===== src/rtl/twofish_pkg.sv =====
// Shared definitions for the Twofish g-function scheduler: state encoding,
// requester tags and word width.
`default_nettype none

package twofish_pkg;

    localparam int unsigned WORD_W = 32;

    localparam logic REQ_A = 1'b0;
    localparam logic REQ_B = 1'b1;

    typedef enum logic [1:0] {
        ST_IDLE = 2'd0,
        ST_BUSY = 2'd1,
        ST_RESP = 2'd2
    } sched_state_t;

endpackage

`default_nettype wire


===== src/rtl/g_rr_arb.sv =====
// ============================================================================
// Module   : g_rr_arb
// Brief    : 2-way round-robin arbiter; A wins the first tie after reset.
// Revision : 1.0
// ============================================================================
`default_nettype none

module g_rr_arb
    import twofish_pkg::*;
(
    input  logic clk,
    input  logic rst_n,
    input  logic i_a_valid,
    input  logic i_b_valid,
    input  logic i_free,
    output logic o_gnt_a,
    output logic o_gnt_b
);

    logic r_last;
    logic w_a_wins;

    // A wins when alone, or on a tie when B held the previous grant.
    always_comb begin
        w_a_wins = i_a_valid & (~i_b_valid | (r_last == REQ_B));
        o_gnt_a  = i_free & w_a_wins;
        o_gnt_b  = i_free & i_b_valid & ~w_a_wins;
    end

    always_ff @(posedge clk) begin
        if (!rst_n) begin
            r_last <= REQ_B;
        end else if (o_gnt_a) begin
            r_last <= REQ_A;
        end else if (o_gnt_b) begin
            r_last <= REQ_B;
        end
    end

endmodule

`default_nettype wire


===== src/rtl/g_sched.sv =====
// ============================================================================
// Module   : g_sched
// Brief    : Time-shares one combinational Twofish g datapath between the
//            T0 (A) and T1 (B) requesters. Optional macro G_SCHED_ROL8_EN
//            rotates B left by 8 before it reaches the datapath. W must be 32.
// Revision : 1.0
// ============================================================================
`default_nettype none

module g_sched
    import twofish_pkg::*;
#(
    parameter int W = WORD_W
) (
    input  logic         clk,
    input  logic         rst_n,
    input  logic         a_valid,
    input  logic [W-1:0] a_x,
    output logic         a_ready,
    input  logic         b_valid,
    input  logic [W-1:0] b_x,
    output logic         b_ready,
    output logic [W-1:0] g_x,
    input  logic [W-1:0] g_z,
    output logic         rsp_valid,
    output logic         rsp_id,
    output logic [W-1:0] rsp_z,
    input  logic         rsp_ready
);

    sched_state_t r_state;
    sched_state_t w_state_nxt;

    logic         w_free;
    logic         w_gnt_a;
    logic         w_gnt_b;
    logic         w_grant;
    logic [W-1:0] w_b_word;

    logic [W-1:0] r_g_x;
    logic         r_id;
    logic [W-1:0] r_rsp_z;
    logic         r_rsp_id;
    logic         r_rsp_valid;

`ifdef G_SCHED_ROL8_EN
    assign w_b_word = {b_x[W-9:0], b_x[W-1:W-8]};
`else
    assign w_b_word = b_x;
`endif

    // Gating with rst_n keeps both readies low while reset is asserted.
    assign w_free  = rst_n & ((r_state == ST_IDLE) |
                              ((r_state == ST_RESP) & rsp_ready));
    assign w_grant = w_gnt_a | w_gnt_b;

    g_rr_arb u_arb (
        .clk       (clk),
        .rst_n     (rst_n),
        .i_a_valid (a_valid),
        .i_b_valid (b_valid),
        .i_free    (w_free),
        .o_gnt_a   (w_gnt_a),
        .o_gnt_b   (w_gnt_b)
    );

    always_ff @(posedge clk) begin
        if (!rst_n) begin
            r_state <= ST_IDLE;
        end else begin
            r_state <= w_state_nxt;
        end
    end

    always_comb begin
        w_state_nxt = r_state;
        unique case (r_state)
            ST_IDLE: begin
                if (w_grant) begin
                    w_state_nxt = ST_BUSY;
                end
            end
            ST_BUSY: begin
                w_state_nxt = ST_RESP;
            end
            ST_RESP: begin
                if (rsp_ready) begin
                    w_state_nxt = w_grant ? ST_BUSY : ST_IDLE;
                end
            end
            default: begin
                w_state_nxt = ST_IDLE;
            end
        endcase
    end

    // A grant out of RESP overlaps the result leaving, so there is no bubble.
    always_ff @(posedge clk) begin
        if (!rst_n) begin
            r_g_x       <= '0;
            r_id        <= REQ_A;
            r_rsp_z     <= '0;
            r_rsp_id    <= REQ_A;
            r_rsp_valid <= 1'b0;
        end else begin
            if (w_grant) begin
                r_g_x <= w_gnt_b ? w_b_word : a_x;
                r_id  <= w_gnt_b ? REQ_B : REQ_A;
            end
            if (r_state == ST_BUSY) begin
                r_rsp_z     <= g_z;
                r_rsp_id    <= r_id;
                r_rsp_valid <= 1'b1;
            end else if ((r_state == ST_RESP) && rsp_ready) begin
                r_rsp_valid <= 1'b0;
            end
        end
    end

    assign a_ready   = w_gnt_a;
    assign b_ready   = w_gnt_b;
    assign g_x       = r_g_x;
    assign rsp_valid = r_rsp_valid;
    assign rsp_id    = r_rsp_id;
    assign rsp_z     = r_rsp_z;

endmodule

`default_nettype wire


===== config.mk =====
export PLATFORM = sky130hd
export DESIGN_NAME = g_sched
export DESIGN_NICKNAME = d
export VERILOG_FILES = /design/src/rtl/twofish_pkg.sv /design/src/rtl/g_rr_arb.sv /design/src/rtl/g_sched.sv
export SDC_FILE = /design/constraint.sdc
export NUM_CORES = 1
export LEC_CHECK = 0
export ABC_AREA = 1
export BUFFER_PORTS_ARGS = -buffer_cell sky130_fd_sc_hd__buf_4
export CORE_MARGIN = 2
export CORE_UTILIZATION = 47
export DETAILED_ROUTE_END_ITERATION = 6
export PLACE_DENSITY = 0.85
export SYNTH_ARGS = -nofsm -noshare
export SYNTH_HDL_FRONTEND = slang
export SYNTH_HIERARCHICAL = 1
export SYNTH_SLANG_ARGS = --single-unit

===== constraint.sdc =====
create_clock -name clk -period 3.2 [get_ports clk]
set_clock_uncertainty 0.1 [all_clocks]
set_input_delay 0.32 -clock clk [delete_from_list [all_inputs] [get_ports clk]]
set_output_delay 0.32 -clock clk [all_outputs]
set_load 0.05 [all_outputs]

==> impl_metrics.csv <==
group,metric,value,unit
final_layout,layout.nets,672,
timing,hold_viol_final,0,
flow_run,drv_cap,0,
cts,htree_levels,3,
floorplanning,rows,28,
synthesis,synth.net_count,517,
place,dp_hpwl,5860,um
min_path,hold_path_class,"input port to flop",
timing,min_period,2490,ps
cts,path_clk_slew,70,ps
cts,ctsRootBufferMaster,"clkbuf_8",
pwr,clkPwrFrac,0.292,
cts,cts_resized,0,
place,io_buffers,168,
global_route,grt_first_pass_wirelength,13900,um
final_layout,num_antenna_cells,0,
min_path,whs_endpoint,"rsp_z[7]",
timing,finalSetupViolCount,0,
cts,cts_buffers,9,
floorplanning,start_util,0.490,
worst_setup_path,ff2ff_setup_slack,850,ps
floorplanning,io-pin-count,169,
final_layout,syn2layout_area_growth,48.6,%
detailed_routing,totalWireLength,8490,um
detailed_routing,routed.top_layer,"met4",
timing,timing.fmax,0.402,GHz
timing,relSlewSlack,0.437,
global_route,overflow,0,
final_layout,final_cell_area,0.00434,mm^2
pwr,power_density,521,mW/mm^2
worst_setup_path,cp-start-kind,"flop",
synthesis,synth_area_leader_cell,"dfxtp_1",
detailed_routing,wl_met1,3350,um
synthesis,synthFlopType,"dfxtp_1",
timing,min_period_over_period,0.778,
worst_setup_path,reg2reg_from,"r_state[0]",
worst_setup_path,arrival,2070,ps
timing,setup_tns,0,ps
cts,cts_hold_buf,0,
worst_setup_path,cp.required,2780,ps
pwr,switching_share,0.326,
worst_setup_path,r2r.worst_path.cells,10,
global_route,grt_max_degree,69,
synthesis,yosysSeqAreaShare,0.480,
detailed_routing,drt-vias-per-instance,4.96,
floorplanning,core_region_area,0.00596,mm^2
synthesis,synth_edf_count,0,
detailed_routing,ant_nets,0,
timing,rsz0062_at_grt,"false",
synthesis,ys_warn_count,6,
min_path,hold_path_startpoint,"g_z[7]",
pwr,combPwrFrac,0.278,
floorplanning,die_w,82.8,um
place,place.gp.congestion,0.937,
status,status,"complete, no violations",
timing,final_max_slew_viol_count,0,
worst_setup_path,end_kind,"output port",
global_route,track_usage,0.242,
pwr,switchingPower,0.000736,W
detailed_routing,first_iter_violations,169,
synthesis,netlist_area,0.00292,mm^2
cts,cts.sinks,70,
final_layout,layout_common_cells,"buf_4 (171), nand2_1 (102), dfxtp_1 (70)",
detailed_routing,firstDrtPassIters,4,
final_layout,drive_above_1_share,0.336,
place,placed_area,0.00415,mm^2
synthesis,ys_seq_elements,70,
worst_setup_path,critical_path_peak_fanout,22,
cts,clock_latency,320,ps
global_route,antenna_found_initial,0,
synthesis,syn_avg_cell_area,7.02,um^2
worst_setup_path,r2r-end,"g_x[8]",
synthesis,yosysTopAreaCellShare,0.480,
detailed_routing,dr_wl_met2,4010,um
cts,cts_setup_buffers,0,
cts,cts_tree,"done",
final_layout,nFillCells,490,
floorplanning,fp.dieH,82.8,um
synthesis,netlist_top_cells_area,"dfxtp_1 (48%), nand2_1 (13%), nand3_1 (11%)",
synthesis,synth_cells,416,
detailed_routing,vias,3226,
synthesis,ys_types,20,
worst_setup_path,path_class,"flop to output port",
min_path,hold-path-cell-count,3,
pwr,power,0.00226,W
final_layout,layout_commonest_cell,"buf_4",
timing,worst_pin_slew,844,ps
pwr,p_leak,2.32,nW
synthesis,async_flop_share,0,
pwr,p_int,0.00152,W
detailed_routing,routed-wl-met3,865,um
global_route,first_global_vias,3057,
detailed_routing,route.detailed.drc,0,
floorplanning,die_area,0.00686,mm^2
detailed_routing,wl_per_cell,13.1,um
pwr,ir_drop,0.376,mV
cts,clockBufferDepth,2,
pwr,power_frac_seq,0.430,
-- through the flow --
step | util | setup WS (ps) | hold WS [ps] | std cells
after CTS | 0.729 | 685 | 110 | 650
final | 0.729 | 710 | 128 | 650
after global routing | 0.729 | 563 | 120 | 650
after detailed placement | 0.697 | 859 | 353 | 635
after floorplan | - | 715 | 289 | 416
after global placement | 0.697 | 990 | 348 | 635
-- critical path: stages, from the launching register on --
cell and delay, ps:
dfxtp_1 340, inv_2 90, nand2_1 70, nor2_1 180
nand3_2 100, inv_1 620, buf_4 330
-- how the worst max path moves through the flow --
stage                     slack [ps]  cells after the start      end  startpoint
after floorplan                  720                     12   g_x[0]       rst_n
after global placement           990                     10  g_x[22]       rst_n
after detailed placement         860                     10  g_x[23]  r_state[0]
after CTS                        690                      6  a_ready  r_state[0]
after global routing             560                      6  a_ready  r_state[0]
final                            710                      6  a_ready  r_state[0]
-- routing by layer --
layer | vias up | track usage
li1 | 1605 | -
met2 | 151 | 0.383
met1 | 1444 | 0.285
met3 | 26 | 0.0934
met5 | - | 0
met4 | 0 | 0.125
-- cell usage after synthesis, types with 2 or more instances --
cell and number:
a21oi_1 3, buf_2 13, buf_4 8, clkbuf_1 3, dfxtp_1 70, inv_1 36, inv_2 3, nand2_1 102
nand2_2 2, nand3_1 65, nor2_1 69, nor3_1 2, o21ai_0 20, o21ai_1 14
-- cells by family (layout without fill, tap and decap cells) --
group / after synthesis / count (layout) / share of synthesized area
AND/OR/NAND/NOR: 243 / 243 / 0.353
flip-flops: 70 / 70 / 0.480
AO/OA/AOI/OAI: 37 / 37 / 0.0634
buffers and inverters: 66 / 225 / 0.104
-- power by group through the flow --
stage	Sequential (W)	Combinational (W)	Clock, W
after floorplan	0.00120	0.000192	0
after global placement	0.000989	0.000620	0
after detailed placement	0.000991	0.000629	0
after CTS	0.000971	0.000632	0.000677
after global routing	0.000978	0.000678	0.000708
final	0.000972	0.000629	0.000659
-- state kept, by name (all words and copies together), names as in the netlist --
signal,count
g_x,32
r_id,1
r_state,2
rsp_id,1
rsp_valid,1
rsp_z,32
u_arb/r_last,1
-- area by class of cell --
cell class | count | area [um^2] | area share
flip-flops and latches | 70 | 1400 | 0.323
repair buffers | 171 | 1280 | 0.296
multi-input cells | 280 | 1230 | 0.283
clock buffers | 15 | 186 | 0.0430
inverters | 39 | 146 | 0.0337
well taps | 75 | 93.8 | 0.0216
Note: power is estimated with default switching activity, not from simulation.
